==> src/rtl/harmonic_peak_search_pkg.sv <==
// rtl/harmonic_peak_search_pkg.sv - shared sizes and FSM encoding for the harmonic peak search
package harmonic_peak_search_pkg;

    localparam int ADDR_W = 12;
    localparam int DATA_W = 16;
    localparam int N_HARM = 5;
    localparam int BIN_LO = 2;
    localparam int BIN_HI = 2047;
    localparam int WIN    = 2;
    localparam int C_W    = ADDR_W + 3;

    localparam logic [2:0] ST_IDLE   = 3'd0;
    localparam logic [2:0] ST_FUND   = 3'd1;
    localparam logic [2:0] ST_FDRAIN = 3'd2;
    localparam logic [2:0] ST_HSETUP = 3'd3;
    localparam logic [2:0] ST_HSCAN  = 3'd4;
    localparam logic [2:0] ST_HDRAIN = 3'd5;
    localparam logic [2:0] ST_FIN    = 3'd6;

    typedef enum logic [2:0] {
        IDLE   = ST_IDLE,
        FUND   = ST_FUND,
        FDRAIN = ST_FDRAIN,
        HSETUP = ST_HSETUP,
        HSCAN  = ST_HSCAN,
        HDRAIN = ST_HDRAIN,
        FIN    = ST_FIN
    } state_t;

endpackage

==> src/rtl/harmonic_peak_search_peak_tracker.sv <==
// rtl/harmonic_peak_search_peak_tracker.sv - running max of (bin, magnitude) pairs
module peak_tracker
    import harmonic_peak_search_pkg::*;
(
    input  logic              clk,
    input  logic              rst,
    input  logic              clear,
    input  logic              valid,
    input  logic [ADDR_W-1:0] bin,
    input  logic [DATA_W-1:0] mag,
    output logic [ADDR_W-1:0] max_bin,
    output logic [DATA_W-1:0] max_mag
);

    logic r_empty;

    // The first datum after a clear is always taken so an all-zero window reports its lowest bin.
    always_ff @(posedge clk or posedge rst) begin
        if (rst) begin
            max_bin <= '0;
            max_mag <= '0;
            r_empty <= 1'b1;
        end else if (clear) begin
            max_bin <= '0;
            max_mag <= '0;
            r_empty <= 1'b1;
        end else if (valid && (r_empty || (mag > max_mag))) begin
            max_bin <= bin;
            max_mag <= mag;
            r_empty <= 1'b0;
        end
    end

endmodule

==> src/rtl/harmonic_peak_search.sv <==
// rtl/harmonic_peak_search.sv - fundamental and harmonic peak locator over the FFT magnitude RAM
module harmonic_peak_search
    import harmonic_peak_search_pkg::*;
(
    input  logic                     clk,
    input  logic                     rst,
    input  logic                     start,
    output logic [ADDR_W-1:0]        ram_addr,
    input  logic [DATA_W-1:0]        ram_data,
    output logic                     busy,
    output logic                     done,
    output logic [N_HARM*ADDR_W-1:0] peak_bin,
    output logic [N_HARM*DATA_W-1:0] peak_mag
);

    localparam logic [2:0] K_LAST = 3'(N_HARM);

    state_t                   r_state;
    logic [ADDR_W-1:0]        r_addr;
    logic [ADDR_W-1:0]        r_hi;
    logic [ADDR_W-1:0]        r_f0;
    logic [ADDR_W-1:0]        r_dbin;
    logic                     r_vld;
    logic                     r_busy;
    logic                     r_done;
    logic                     r_pend;
    logic [2:0]               r_k;
    logic [2:0]               r_slot;
    logic [ADDR_W-1:0]        r_sh_bin [N_HARM];
    logic [DATA_W-1:0]        r_sh_mag [N_HARM];
    logic [N_HARM*ADDR_W-1:0] r_peak_bin;
    logic [N_HARM*DATA_W-1:0] r_peak_mag;

    logic                     w_clear;
    logic [ADDR_W-1:0]        w_max_bin;
    logic [DATA_W-1:0]        w_max_mag;
    logic [ADDR_W-1:0]        w_f0;
    logic [C_W-1:0]           w_c;
    logic [C_W-1:0]           w_hi_c;
    logic                     w_oob;
    logic [ADDR_W-1:0]        w_lo;
    logic [ADDR_W-1:0]        w_hi;
    logic [ADDR_W-1:0]        w_sh_bin_nx [N_HARM];
    logic [DATA_W-1:0]        w_sh_mag_nx [N_HARM];

    assign ram_addr = r_addr;
    assign busy     = r_busy;
    assign done     = r_done;
    assign peak_bin = r_peak_bin;
    assign peak_mag = r_peak_mag;

    assign w_clear = ((r_state == IDLE) && start) || (r_state == HSETUP);

    peak_tracker u_tracker (
        .clk     (clk),
        .rst     (rst),
        .clear   (w_clear),
        .valid   (r_vld),
        .bin     (r_dbin),
        .mag     (ram_data),
        .max_bin (w_max_bin),
        .max_mag (w_max_mag)
    );

    // The tracker settles one edge after a drain, so k=2 reads f0 straight from it.
    assign w_f0   = (r_k == 3'd2) ? w_max_bin : r_f0;
    assign w_c    = C_W'(r_k) * C_W'(w_f0);
    assign w_hi_c = w_c + C_W'(WIN);
    assign w_oob  = w_c > C_W'(BIN_HI + WIN);
    assign w_lo   = (w_c < C_W'(BIN_LO + WIN)) ? ADDR_W'(BIN_LO) : ADDR_W'(w_c - C_W'(WIN));
    assign w_hi   = (w_hi_c > C_W'(BIN_HI)) ? ADDR_W'(BIN_HI) : ADDR_W'(w_hi_c);

    always_comb begin
        for (int i = 0; i < N_HARM; i++) begin
            w_sh_bin_nx[i] = r_sh_bin[i];
            w_sh_mag_nx[i] = r_sh_mag[i];
        end
        if (r_pend) begin
            w_sh_bin_nx[r_slot] = w_max_bin;
            w_sh_mag_nx[r_slot] = w_max_mag;
        end
    end

    always_ff @(posedge clk or posedge rst) begin
        if (rst) begin
            r_state    <= IDLE;
            r_addr     <= '0;
            r_hi       <= '0;
            r_f0       <= '0;
            r_dbin     <= '0;
            r_vld      <= 1'b0;
            r_busy     <= 1'b0;
            r_done     <= 1'b0;
            r_pend     <= 1'b0;
            r_k        <= 3'd2;
            r_slot     <= 3'd0;
            r_peak_bin <= '0;
            r_peak_mag <= '0;
            for (int i = 0; i < N_HARM; i++) begin
                r_sh_bin[i] <= '0;
                r_sh_mag[i] <= '0;
            end
        end else begin
            r_done <= 1'b0;
            r_vld  <= (r_state == FUND) || (r_state == HSCAN);
            r_dbin <= r_addr;
            case (r_state)
                IDLE: begin
                    if (start) begin
                        r_state <= FUND;
                        r_busy  <= 1'b1;
                        r_addr  <= ADDR_W'(BIN_LO);
                    end
                end
                FUND: begin
                    if (r_addr == ADDR_W'(BIN_HI)) r_state <= FDRAIN;
                    else                            r_addr  <= r_addr + 1'b1;
                end
                FDRAIN: begin
                    r_pend  <= 1'b1;
                    r_slot  <= 3'd0;
                    r_k     <= 3'd2;
                    r_state <= HSETUP;
                end
                HSETUP: begin
                    r_pend <= 1'b0;
                    r_f0   <= w_f0;
                    for (int i = 0; i < N_HARM; i++) begin
                        r_sh_bin[i] <= w_sh_bin_nx[i];
                        r_sh_mag[i] <= w_sh_mag_nx[i];
                    end
                    if (w_oob) begin
                        r_sh_bin[r_k - 3'd1] <= '0;
                        r_sh_mag[r_k - 3'd1] <= '0;
                        if (r_k == K_LAST) r_state <= FIN;
                        else               r_k     <= r_k + 3'd1;
                    end else begin
                        r_addr  <= w_lo;
                        r_hi    <= w_hi;
                        r_slot  <= r_k - 3'd1;
                        r_state <= HSCAN;
                    end
                end
                HSCAN: begin
                    if (r_addr == r_hi) r_state <= HDRAIN;
                    else                r_addr  <= r_addr + 1'b1;
                end
                HDRAIN: begin
                    r_pend <= 1'b1;
                    if (r_k == K_LAST) begin
                        r_state <= FIN;
                    end else begin
                        r_k     <= r_k + 3'd1;
                        r_state <= HSETUP;
                    end
                end
                FIN: begin
                    r_pend <= 1'b0;
                    for (int i = 0; i < N_HARM; i++) begin
                        r_peak_bin[i*ADDR_W +: ADDR_W] <= w_sh_bin_nx[i];
                        r_peak_mag[i*DATA_W +: DATA_W] <= w_sh_mag_nx[i];
                    end
                    r_done  <= 1'b1;
                    r_busy  <= 1'b0;
                    r_state <= IDLE;
                end
                default: r_state <= IDLE;
            endcase
        end
    end

endmodule

==> config.mk <==
export PLATFORM = sky130hd
export DESIGN_NAME = harmonic_peak_search
export DESIGN_NICKNAME = d
export VERILOG_FILES = /design/src/rtl/harmonic_peak_search_pkg.sv /design/src/rtl/harmonic_peak_search_peak_tracker.sv /design/src/rtl/harmonic_peak_search.sv
export SDC_FILE = /design/constraint.sdc
export NUM_CORES = 1
export LEC_CHECK = 0
export ABC_CLOCK_PERIOD_IN_PS = 14700
export CORE_MARGIN = 2
export CORE_UTILIZATION = 45
export CTS_CLUSTER_DIAMETER = 120
export CTS_CLUSTER_SIZE = 10
export DETAILED_ROUTE_END_ITERATION = 10
export GPL_ROUTABILITY_DRIVEN = 1
export HOLD_SLACK_MARGIN = 0.05
export PLACE_DENSITY_LB_ADDON = 0.08
export RECOVER_POWER = 25
export SETUP_SLACK_MARGIN = 0.05
export SLEW_MARGIN = 20
export SYNTH_ARGS = -nofsm -noshare
export SYNTH_HDL_FRONTEND = slang
export SYNTH_HIERARCHICAL = 1
export SYNTH_SLANG_ARGS = --single-unit
==> constraint.sdc <==
create_clock -name clk -period 14.7 [get_ports clk]
set_input_delay 4.41 -clock clk [delete_from_list [all_inputs] [get_ports clk]]
set_output_delay 4.41 -clock clk [all_outputs]
set_load 0.03 [all_outputs]
Yosys cells after proc, flatten, opt, wreduce, memory -nomap -nowiden
Cells that the tools add are included.
{"block": "word_totals", "input_bits": 19, "out_inout_bits": 154, "elab_cells": 131, "ff_bits": 370}
{"block": "op_classes", "reduce_logical": 22, "eq_ne": 18, "multipliers": 1, "add_sub_neg": 5, "muxes": 44, "bitwise": 7, "order_cmp": 8}
{"cell": "$mux 80", "n": 2}
{"cell": "$mux 12", "n": 11}
{"cell": "$mux 60", "n": 2}
{"cell": "$demux 16 s3", "n": 2}
{"cell": "$and 80x80->80", "n": 1}
{"cell": "$bwmux 80", "n": 1}
{"cell": "$not 80->80", "n": 1}
{"cell": "$demux 12 s3", "n": 2}
{"cell": "$mux 16", "n": 4}
{"cell": "$and 60x60->60", "n": 1}
{"cell": "$bwmux 60", "n": 1}
{"cell": "$not 60->60", "n": 1}
{"cell": "$pmux 12 s4", "n": 1}
{"cell": "$mux 3", "n": 9}
{"cell": "$pmux 3 s6", "n": 1}
{"cell": "$gt 16x16->1", "n": 1}
{"cell": "$add 15x2->15 const B", "n": 1}
{"cell": "$gt 15x11->1 const B", "n": 1}
{"cell": "$gt 15x12->1 const B", "n": 1}
{"cell": "$lt 15x3->1 const B", "n": 1}
{"cell": "$mul 3x12->15", "n": 1}
{"cell": "$add 12x1->12 const B", "n": 1}
{"cell": "$eq 12x11->1 const B", "n": 1}
{"cell": "$eq 12x12->1", "n": 1}
{"cell": "27 further kinds", "n": 56}

Logic depth before layout (Yosys ltp)
{"block": "logic_depth", "word_depth": 9, "ltp_mapped": 21, "mapped_depth_nobuf": 17}

By module
Netlist, hierarchy kept.
{"module": "harmonic_peak_search", "area_each_um2": 15992.8, "seq_area_each_um2": 8534.4, "n_inst": 1, "cells_per_inst": 1518}
{"module": "peak_tracker", "area_each_um2": 1851.8, "seq_area_each_um2": 726.9, "n_inst": 1, "cells_per_inst": 181}

Least setup slack after synthesis
No wires, ideal clock.
{"block": "synth_path", "kind": "input -> register", "start": "input port ram_data[14]", "end": "register u_tracker.max_bin[0]", "n_path_buf": 2, "arrival_ns": 5.977, "stages": 9, "setup_slack_ns": 8.644, "setup_time_ns": 0.079, "required_time_ns": 14.621, "cell_sequence": "ha_1 a21oi_1 nand2_1 a211o_1 nor4_1 a211o_1 buf_6 buf_6 mux2i_1"}
{"block": "synth_via", "elab_chain_len": 4}
{"item": "start, declared", "line": "harmonic_peak_search.sv:9", "text": "input logic [DATA_W-1:0] ram_data,"}
{"item": "$gt 16x16->1", "line": "harmonic_peak_search_peak_tracker.sv:27", "text": "end else if (valid && (r_empty || (mag > max_mag))) begin"}
{"item": "$logic_or 1x1->1", "line": "harmonic_peak_search_peak_tracker.sv:27"}
{"item": "$logic_and 1x1->1", "line": "harmonic_peak_search_peak_tracker.sv:27"}
{"item": "$reduce_bool 2->1 (no line)"}
{"item": "end signal, assigned", "line": "harmonic_peak_search_peak_tracker.sv:28", "text": "max_bin <= bin;"}
{"item": "end, declared", "line": "harmonic_peak_search_peak_tracker.sv:11", "text": "output logic [ADDR_W-1:0] max_bin,"}
Every way passes these cells.
A chain may end at the register's enable or synchronous reset.

==> impl_metrics.yaml <==
die:
  fp.coreArea_sq_um: 38900
  design.portCount: 173
  rows: 72
  dieWidth_um: 203
  floorplan.initialDensity_pct: 45.9
  fp.dieH_um: 203
  fp.dieArea_sq_um: 41300
drt:
  drt_first_iter_violations: 890
  drc: 0
  postRouteAntennaNets: 0
  viasPerCell: 5.60
  routed_wl_um: 48600
  dr_total_vias: 13126
  drt_first_pass_iters: 5
  wl_per_cell_um: 20.7
power:
  post-layout-total-power_mw: 2.29
  power.leakage_nw: 9.27
  max-vdd-ir-drop_mv: 0.0718
  pwr_dens_nw_per_um2: 109
timing:
  grt_setup_unrepaired: "no"
  hold_viol: 0
  post-route-min-period_ns: 8.26
  post-route-period-util_pct: 56.2
  max_slew_margin_pct: -239
  worst_slew_pin_slew_ns: 5.06
  setup_tns_ns: 0
  slew_viol_final: 400
  fin_worst_skew_ns: 0.0257
  setup_viol_count_final: 0
  max_clock_freq_mhz: 121
logic_synthesis:
  post_synth_instance_area_sq_um: 17800
  yosys-top-cells-count: "sky130_fd_sc_hd__dfrtp_1 (368), sky130_fd_sc_hd__nand2_1 (217), sky130_fd_sc_hd__mux2i_1 (155)"
  postSynthNetCount: 1767
  ys_ff_latch: 370
  yosys.cell_count.top_type: "sky130_fd_sc_hd__dfrtp_1"
  netlist.area_leader.share_pct: 51.6
  synthDistinctLibCells: 66
  synth_enable_flop_cells: 0
  postSynthCellCount: 1699
  post-synth-top-area-cell: "sky130_fd_sc_hd__dfrtp_1"
  syn_avg_cell_area_sq_um: 10.5
  synth_async_sr_flop_share_pct: 100
  seq_area_frac_synth_pct: 51.9
  synth-warning-count: 6
  cell_types_occupying_the_most_area_after_synthesis: "sky130_fd_sc_hd__dfrtp_1 (52%), sky130_fd_sc_hd__mux2i_1 (8.7%), sky130_fd_sc_hd__a22o_1 (6.9%), sky130_fd_sc_hd__nand2_1 (4.6%), sky130_fd_sc_hd__o21ai_0 (4.2%)"
  ys.flop_type: "sky130_fd_sc_hd__dfrtp_1"
final_layout:
  finalNonFillerCells: 2343
  fin_nets: 1876
  area_growth_pct: 18.0
  post_route_cells_drive_above_1_share_pct: 5.81
  antenna_cells_inserted: 0
clock_network:
  tritoncts.num_buffers: 42
  clk_pin_slew_ns: 0.06
  h_tree_levels: 2
  post_cts.repair.setup_buffers: 0
  clk-insertion-delay-late_ns: 0.56
  root_cell_of_the_clock_tree: "sky130_fd_sc_hd__clkbuf_16"
  hold_buffers: 0
  postCtsResizedCells: 0
  clock_sinks: 370
  cts.path.max_buffers: 3
  tritoncts_clock_tree: "done"
place:
  port_buffers: 172
  dp_cells: 2282
  post-dp-hpwl_um: 31900
  gp_congestion: 0.872
worst_setup_path:
  worst-setup-path-type: "input port to asynchronous set/reset pin"
  startpoint_type: "input port"
  timing.reg2reg.worst_path_depth: 4
  r2r_start: "r_state[0]"
  worst-endpoint-required_ns: 15.28
  r2r-end: "peak_mag[0]"
  worst-r2r-setup-slack_ns: 7.65
  critical_path.max_stage_delay_ns: 2.79
  timing.critical_path.fanout_max: 113
  slowest_stage: "sky130_fd_sc_hd__clkinvlp_2"
  timing.critical_path.max_delay_family: "buffers and inverters"
  critical_path_arrival_ns: 8.84
  end_kind: "asynchronous set/reset pin"
  critical_path_buf_inv_count: 3
  crit_path_cell_trace: "dlygate4sd3_1 -> clkinvlp_2 -> buf_4"
grt:
  grt_max_degree: 166
  grt_usage_pct: 24.1
  antenna_found_initial: 0
  grt_pass1_wl_um: 78100
  grt_overflow: 0
  first_global_vias: 13353
flow_run:
  drv_cap: 4
hold_path:
  worstHoldEndpoint: "peak_mag[3]"
  whs_path_depth: 2
  min-delay-path-class: "flip-flop to flip-flop"
  hp-start: "peak_mag[3]"
status:
  status: "finished with violations"
  failed_checks: "capacitance limit, slew limit"
## registers in the layout, summed over array words and instances (netlist names), 3 cells and up
| signal | count |
|---|---|
| peak_mag | 80 |
| r_hi | 12 |
| u_tracker/max_bin | 12 |
| r_f0 | 12 |
| r_slot | 3 |
| r_sh_bin | 60 |
| r_state | 3 |
| ram_addr | 12 |
| u_tracker/max_mag | 16 |
| r_dbin | 12 |
| r_k | 3 |
| peak_bin | 60 |
| r_sh_mag | 80 |
## cell usage in the layout, fill, tap and decap left out, types with 19 or more instances in the layout
master / instances
sky130_fd_sc_hd__a21oi_1: 27
sky130_fd_sc_hd__a22o_1: 141
sky130_fd_sc_hd__a31oi_1: 38
sky130_fd_sc_hd__buf_4: 19
sky130_fd_sc_hd__clkbuf_1: 19
sky130_fd_sc_hd__clkbuf_16: 43
sky130_fd_sc_hd__clkdlybuf4s50_1: 170
sky130_fd_sc_hd__dfrtp_1: 368
sky130_fd_sc_hd__ha_1: 38
sky130_fd_sc_hd__inv_1: 58
sky130_fd_sc_hd__mux2i_1: 155
sky130_fd_sc_hd__nand2_1: 217
sky130_fd_sc_hd__nand2b_1: 77
sky130_fd_sc_hd__nor2_1: 84
sky130_fd_sc_hd__o21ai_0: 147
sky130_fd_sc_hd__xor2_1: 25
## stage by stage
stage	hold WS (ns)	cell area, sq um	setup slack (ns)	util (%)
2_1_floorplan	0.465	17800	0.840	-
3_3_place_gp	0.462	19900	7.96	51.2
3_5_place_dp	0.469	19900	7.75	51.2
4_1_cts	0.482	21100	7.72	54.1
5_1_grt	0.500	21100	5.51	54.1
6_report	0.474	21100	6.44	54.1
## power breakdown
part           switching (mW)  leakage, nW  internal, mW
logic                  0.0961         3.65        0.0832
clock network           0.400        0.555         0.531
registers               0.132         5.06          1.04
total                   0.628         9.27          1.66
## worst min-delay path: cells and delay by family (launching register included)
family             cells  cell delay, ns
AOI/OAI and AO/OA      1            0.06
and+or+nand+nor        1            0.04
DFF                    1            0.34
## worst max-delay path by stage
| stage | startpoint | to | slack, ns | cells after the start |
|---|---|---|---|---|
| 2_1_floorplan | rst | busy | 0.84 | 1 |
| 3_3_place_gp | ram_data[14] | u_tracker/max_bin[7] | 7.96 | 9 |
| 3_5_place_dp | r_k[0] | r_sh_bin[2] | 7.75 | 17 |
| 4_1_cts | r_k[0] | r_sh_bin[5] | 7.72 | 17 |
| 5_1_grt | rst | r_sh_bin[32] | 5.51 | 3 |
| 6_report | rst | r_sh_bin[32] | 6.44 | 3 |
## metal layers
| layer | global-route usage [%] | up-vias | share of wire (%) |
|---|---|---|---|
| li1 | - | 6170 | - |
| met1 | 33.3 | 6566 | 45 |
| met2 | 40.1 | 325 | 48 |
| met3 | 2.99 | 65 | 4.3 |
| met4 | 7.06 | 0 | 2.3 |
| met5 | 0 | - | 0 |
## area by class of cell
class	instances	area, sq um
repair buffers	194	1890
multi-input cells	1140	7880
clock inverters	1	8.76
clock buffers	60	1140
flip-flops and latches	370	9260
well taps	518	648
inverters	60	226
fillers	3501	17900
## kinds of logic after synthesis
family | share of synthesized area [%]
AND/OR/NAND/NOR | 12.2
AO/OA/AOI/OAI | 16.3
flip-flops | 51.9
buffers and inverters | 4.26
multiplexers | 9.51
adder cells (fa/ha/maj) | 3.90
XOR/XNOR | 1.87
(Power assumes the default switching activity.)
